$ cat config.mk
export PLATFORM = sky130hd
export DESIGN_NAME = cam_config_flat
export DESIGN_NICKNAME = d
export VERILOG_FILES = /design/src/rtl/cam_config_if.sv /design/src/rtl/cam_config.sv /design/src/flat_wrapper.sv
export SDC_FILE = /design/constraint.sdc
export NUM_CORES = 1
export LEC_CHECK = 0
export BUFFER_PORTS_ARGS = -buffer_cell sky130_fd_sc_hd__buf_2
export CORE_MARGIN = 5
export CORE_UTILIZATION = 56
export CTS_BUF_LIST = sky130_fd_sc_hd__clkbuf_8 sky130_fd_sc_hd__clkbuf_16
export CTS_CLUSTER_SIZE = 12
export DETAILED_ROUTE_END_ITERATION = 10
export PLACE_DENSITY = 0.77
export SETUP_SLACK_MARGIN = 0.15
export SYNTH_ARGS = -nofsm -noshare
export SYNTH_HDL_FRONTEND = slang
export SYNTH_SLANG_ARGS = --single-unit
$ cat constraint.sdc
create_clock -name i_clk -period 3.3 [get_ports i_clk]
set_clock_uncertainty 0.05 [all_clocks]
set_input_delay 0.165 -clock i_clk [delete_from_list [all_inputs] [get_ports i_clk]]
set_output_delay 0.165 -clock i_clk [all_outputs]
set_load 0.03 [all_outputs]
$ cat src/rtl/cam_config_if.sv
// Bus bundle for the camera configuration sequencer: start/status, config ROM port
// and the register-write request channel toward the SCCB master.
interface cam_config_if;
    logic        i_start;
    logic [7:0]  o_rom_addr;
    logic [15:0] i_rom_data;
    logic        o_sccb_valid;
    logic [7:0]  o_sccb_addr;
    logic [7:0]  o_sccb_data;
    logic        i_sccb_ready;
    logic        o_busy;
    logic        o_done;

    modport master (
        input  i_start, i_rom_data, i_sccb_ready,
        output o_rom_addr, o_sccb_valid, o_sccb_addr, o_sccb_data, o_busy, o_done
    );

    modport slave (
        output i_start, i_rom_data, i_sccb_ready,
        input  o_rom_addr, o_sccb_valid, o_sccb_addr, o_sccb_data, o_busy, o_done
    );
endinterface

$ cat src/rtl/cam_config.sv
// Walks a synchronous config ROM and issues OV7670 register writes, honouring
// FFF0 delay markers and an FFFF end marker.
//
// state  | meaning
// IDLE   | waiting for i_start after reset
// FETCH  | ROM address presented, waiting one cycle for read data
// DECODE | classify ROM word: end marker, delay marker or register write
// SEND   | write request held until the SCCB master accepts it
// DELAY  | counting down DELAY_CYCLES before the next entry
// DONE   | pass finished; sticky until the next i_start
module cam_config #(
    parameter int unsigned DELAY_CYCLES = 1_000_000
) (
    input  logic         i_clk,
    input  logic         i_rstn,
    cam_config_if.master bus
);
    typedef enum logic [2:0] {IDLE, FETCH, DECODE, SEND, DELAY, DONE} state_t;

    state_t      state_q, state_d;
    logic [7:0]  rom_addr_q;
    logic        valid_q;
    logic [7:0]  sccb_addr_q;
    logic [7:0]  sccb_data_q;
    logic [23:0] cnt_q;
    logic        busy_q;
    logic        done_q;

    logic advance;
    logic last_entry;

    assign advance    = ((state_q == SEND) && bus.i_sccb_ready) ||
                        ((state_q == DELAY) && (cnt_q == 24'd0));
    assign last_entry = (rom_addr_q == 8'hFF);

    always_comb begin
        state_d = state_q;
        case (state_q)
            IDLE, DONE: if (bus.i_start) state_d = FETCH;
            FETCH:      state_d = DECODE;
            DECODE: begin
                if (bus.i_rom_data == 16'hFFFF)      state_d = DONE;
                else if (bus.i_rom_data == 16'hFFF0) state_d = DELAY;
                else                                 state_d = SEND;
            end
            SEND, DELAY: if (advance) state_d = last_entry ? DONE : FETCH;
            default:    state_d = IDLE;
        endcase
    end

    always_ff @(posedge i_clk or negedge i_rstn) begin
        if (!i_rstn) begin
            state_q     <= IDLE;
            rom_addr_q  <= 8'd0;
            valid_q     <= 1'b0;
            sccb_addr_q <= 8'd0;
            sccb_data_q <= 8'd0;
            cnt_q       <= 24'd0;
            busy_q      <= 1'b0;
            done_q      <= 1'b0;
        end else begin
            state_q <= state_d;
            busy_q  <= (state_d != IDLE) && (state_d != DONE);
            done_q  <= (state_d == DONE);

            if (((state_q == IDLE) || (state_q == DONE)) && bus.i_start)
                rom_addr_q <= 8'd0;
            // The address never wraps: the last entry ends the pass at 255.
            else if (advance && !last_entry)
                rom_addr_q <= rom_addr_q + 8'd1;

            if (state_q == DECODE && state_d == SEND) begin
                sccb_addr_q <= bus.i_rom_data[15:8];
                sccb_data_q <= bus.i_rom_data[7:0];
                valid_q     <= 1'b1;
            end else if (state_q == SEND && bus.i_sccb_ready) begin
                valid_q <= 1'b0;
            end

            if (state_q == DECODE && state_d == DELAY)
                cnt_q <= 24'(DELAY_CYCLES - 1);
            else if (state_q == DELAY && cnt_q != 24'd0)
                cnt_q <= cnt_q - 24'd1;
        end
    end

    assign bus.o_rom_addr   = rom_addr_q;
    assign bus.o_sccb_valid = valid_q;
    assign bus.o_sccb_addr  = sccb_addr_q;
    assign bus.o_sccb_data  = sccb_data_q;
    assign bus.o_busy       = busy_q;
    assign bus.o_done       = done_q;
endmodule

$ cat src/flat_wrapper.sv
// flat-port wrapper written by rule: the top's interface ports become plain ports
module cam_config_flat 
#(
    parameter int unsigned DELAY_CYCLES = 1_000_000
)
  (i_clk, i_rstn, bus_i_start, bus_i_rom_data, bus_i_sccb_ready, bus_o_rom_addr, bus_o_sccb_valid, bus_o_sccb_addr, bus_o_sccb_data, bus_o_busy, bus_o_done);
  cam_config_if bus_i ();
  input  logic i_clk;
  input  logic i_rstn;
  input wire logic [$bits(bus_i.i_start)-1:0] bus_i_start;
  input wire logic [$bits(bus_i.i_rom_data)-1:0] bus_i_rom_data;
  input wire logic [$bits(bus_i.i_sccb_ready)-1:0] bus_i_sccb_ready;
  output wire logic [$bits(bus_i.o_rom_addr)-1:0] bus_o_rom_addr;
  output wire logic [$bits(bus_i.o_sccb_valid)-1:0] bus_o_sccb_valid;
  output wire logic [$bits(bus_i.o_sccb_addr)-1:0] bus_o_sccb_addr;
  output wire logic [$bits(bus_i.o_sccb_data)-1:0] bus_o_sccb_data;
  output wire logic [$bits(bus_i.o_busy)-1:0] bus_o_busy;
  output wire logic [$bits(bus_i.o_done)-1:0] bus_o_done;
  assign bus_i.i_start = bus_i_start;
  assign bus_i.i_rom_data = bus_i_rom_data;
  assign bus_i.i_sccb_ready = bus_i_sccb_ready;
  assign bus_o_rom_addr = bus_i.o_rom_addr;
  assign bus_o_sccb_valid = bus_i.o_sccb_valid;
  assign bus_o_sccb_addr = bus_i.o_sccb_addr;
  assign bus_o_sccb_data = bus_i.o_sccb_data;
  assign bus_o_busy = bus_i.o_busy;
  assign bus_o_done = bus_i.o_done;
  cam_config #(.DELAY_CYCLES(DELAY_CYCLES)) u_core (.i_clk(i_clk), .i_rstn(i_rstn), .bus(bus_i));
endmodule
==> run summary <==
Post-synth EDFFs = 0
Area growth from synthesis to layout = 15.2%
Crit path time final = 2.56 ns
CTS Buf Count = 5
Share of cells above drive strength 1 = 21.9%
Number of distinct library cells after synthesis = 52
Initial DRC count = 159
CP Max Fanout = 12
Max rail drop VDD = 0.591 mV
Power Density = 676 mW/mm^2
Pins Over Slew Limit = 0
IO buf count = 46
RSZ-0062 raised after global routing = false
Max-cap violations = 0
Most numerous cell in the Yosys netlist = dfrtp_1
Post-CTS Setup Repair Bufs = 0
H-tree Lvls = 2
Fmax achieved = 391 MHz
CORE AREA = 0.00475 sq mm
Mapped Nets = 279
Die Ht = 80.1 um
Pin count of the biggest net entering global routing = 36
P_leak = 0.00124 uW
Worst setup EP type = register
Sum Neg Setup Slack = 0 ns
Top_reg_cell synth = dfrtp_1
Via Count = 2163
Hold Crit Depth = 2
Post-synthesis register bit count = 54
HP Class = in2reg
Synth warnings = 0
WP data arrival = 2.74 ns
Post-DP HPWL = 4170 um
Ratio of final minimum period to clock period = 77.5%
Syn Area/Cell = 10.7 sq um
DR pass1 iterations = 4
Nets = 328
Clk_lat worst skew = 0.31 ns
Hold buffer count at CTS = 1
Worst-path clk slew = 0.09 ns
Final Routed Wirelength = 5700 um
Vias in the first global route = 2180
Clk root buf = clkbuf_8
CTS tree = built
Tightest Pin Transition = 0.926 ns
Die area = 0.00641 sq mm
Avg WL per Cell = 15.3 um
Largest cells by area after synthesis = dfrtp_1 49%, mux2_1 5.7%, xnor2_1 3.8%, nand2_1 2.9%, nand4_1 2.5%
Worst rel slew slack = 37.7%
Cell count after synthesis = 256
# DRC = 0
Die Width = 80.1 um
Design Area, Final = 0.00317 sq mm
Setup violations, final = 0
Data required, critical path = 3.48 ns
Ys async rst share = 100%
Number of gates resized after CTS = 0
Ant diodes = 0
Reg2Reg Depth = 5
Total gr overflow = 0
Setup CP Type = reg2reg
Initial antenna violation count = 0
Post-placement cell area = 0.00305 sq mm
Register area share after synthesis = 49.2%
Top cell type's share of synthesized area = 49.2%
Status = finished clean
Final ANT Viol Nets = 0
Commonest cells post-synth = 54 x dfrtp_1, 21 x nand2_1, 17 x nor2_1
Row count = 25
Final hold viol count = 0
Vias/cell = 5.80
CP startpoint kind = register
Post-synth top area cell = dfrtp_1
GPL Wtd Cong = 0.834
First-pass GRT wire length = 10300 um
CTS sink count = 54
Max clock buf depth = 2
Gr usage total = 20.3%
Initial Utilization = 57.8%
Ports = 47
Mapped Area = 0.00275 sq mm
registers in the layout, summed over array words and instances (netlist names):
signal / cells
u_core.state_q: 3
u_core.bus.o_sccb_valid: 1
u_core.bus.o_sccb_addr: 8
u_core.bus.o_busy: 1
u_core.cnt_q: 24
u_core.bus.o_sccb_data: 8
u_core.bus.o_rom_addr: 8
u_core.bus.o_done: 1
through the flow:
step	utilization (%)	cells	hold WS, ns	worst slack, ns	power, uW
after floorplan	-	256	-0.181	0.947	1480
after global placement	64.1	364	0.229	0.906	1700
after detailed placement	64.1	364	0.235	0.776	1730
after CTS	66.6	373	0.0340	0.769	2160
after global routing	66.6	373	0.0328	0.540	2280
final	66.6	373	0.0361	0.741	2140
cell type report:
class                           count  area (sq um)
Fill cell                         415          1590
Multi-Input combinational cell    187          1330
Clock buffer                        5          68.8
Clock inverter                      3          37.5
Tap cell                           67          83.8
Inverter                            6          22.5
Sequential cell                    54          1350
Timing Repair Buffer               51           270
power by group:
part,internal (uW),switching [uW]
Combinational,268,517
Clock,221,209
Sequential,812,111
kinds of logic (layout without fill, tap and decap cells):
kind of cell,Yosys count,count (layout),synth area share [%]
multiplexers,21,21,8.38
adder cells (fa/ha/maj),3,3,1.37
XOR/XNOR,18,18,5.74
AND/OR/NAND/NOR,103,103,21.7
flip-flops,54,54,49.2
AO/OA/AOI/OAI,42,42,11.3
buffers and inverters,15,65,2.41
cells in the final DEF, fill, tap and decap left out, drive strengths merged, types with 2 or more instances in the layout:
master and n:
dfrtp 54, buf 50, nand2 21, nor2 17, mux2 16, xnor2 12, nand4 11, inv 8
a21oi 8, nor3 8, o21ai 8, or4 7, or3 6, a211oi 6, xor2 6, nor4 6
mux2i 5, clkbuf 5, nand2b 4, nand3 4, o31ai 4, and4 3, a2111oi 3, o311ai 3
o41ai 3, ha 3, and3 3, nor2b 2, a31oi 2, and2 2, nor3b 2, or2 2
per-layer routing:
metal,vias up,GRT usage (%),wire length [um]
met1,1045,27.6,2660
met5,-,0,0
met2,61,32.2,2620
li1,1048,-,-
met4,0,6.25,80
met3,9,5.04,342
path summary, 6_finish.rpt:
| kind | startpoint | end | slack, ns |
|---|---|---|---|
| max | u_core.cnt_q[12] | u_core.bus.o_rom_addr[5] | 0.74 |
| min | bus_i_rom_data[11] | u_core.bus.o_sccb_addr[3] | 0.04 |
| max reg2reg | u_core.cnt_q[12] | u_core.bus.o_rom_addr[5] | 0.74 |
| min reg2reg | u_core.bus.o_sccb_addr[1] | u_core.bus.o_sccb_addr[1] | 0.44 |
| max in group asynchronous | i_rstn | u_core.bus.o_sccb_addr[3] | 2.02 |
| min in group asynchronous | i_rstn | u_core.bus.o_rom_addr[6] | 0.43 |
worst max-delay path, stage by stage, from the launching register on:
cell     delay (ns)
dfrtp_1        0.43
nor4_1         0.65
and4_1         0.34
a31oi_1        0.31
or4_1          0.57
a21oi_1        0.15
Power figures use the tool's default switching activity.
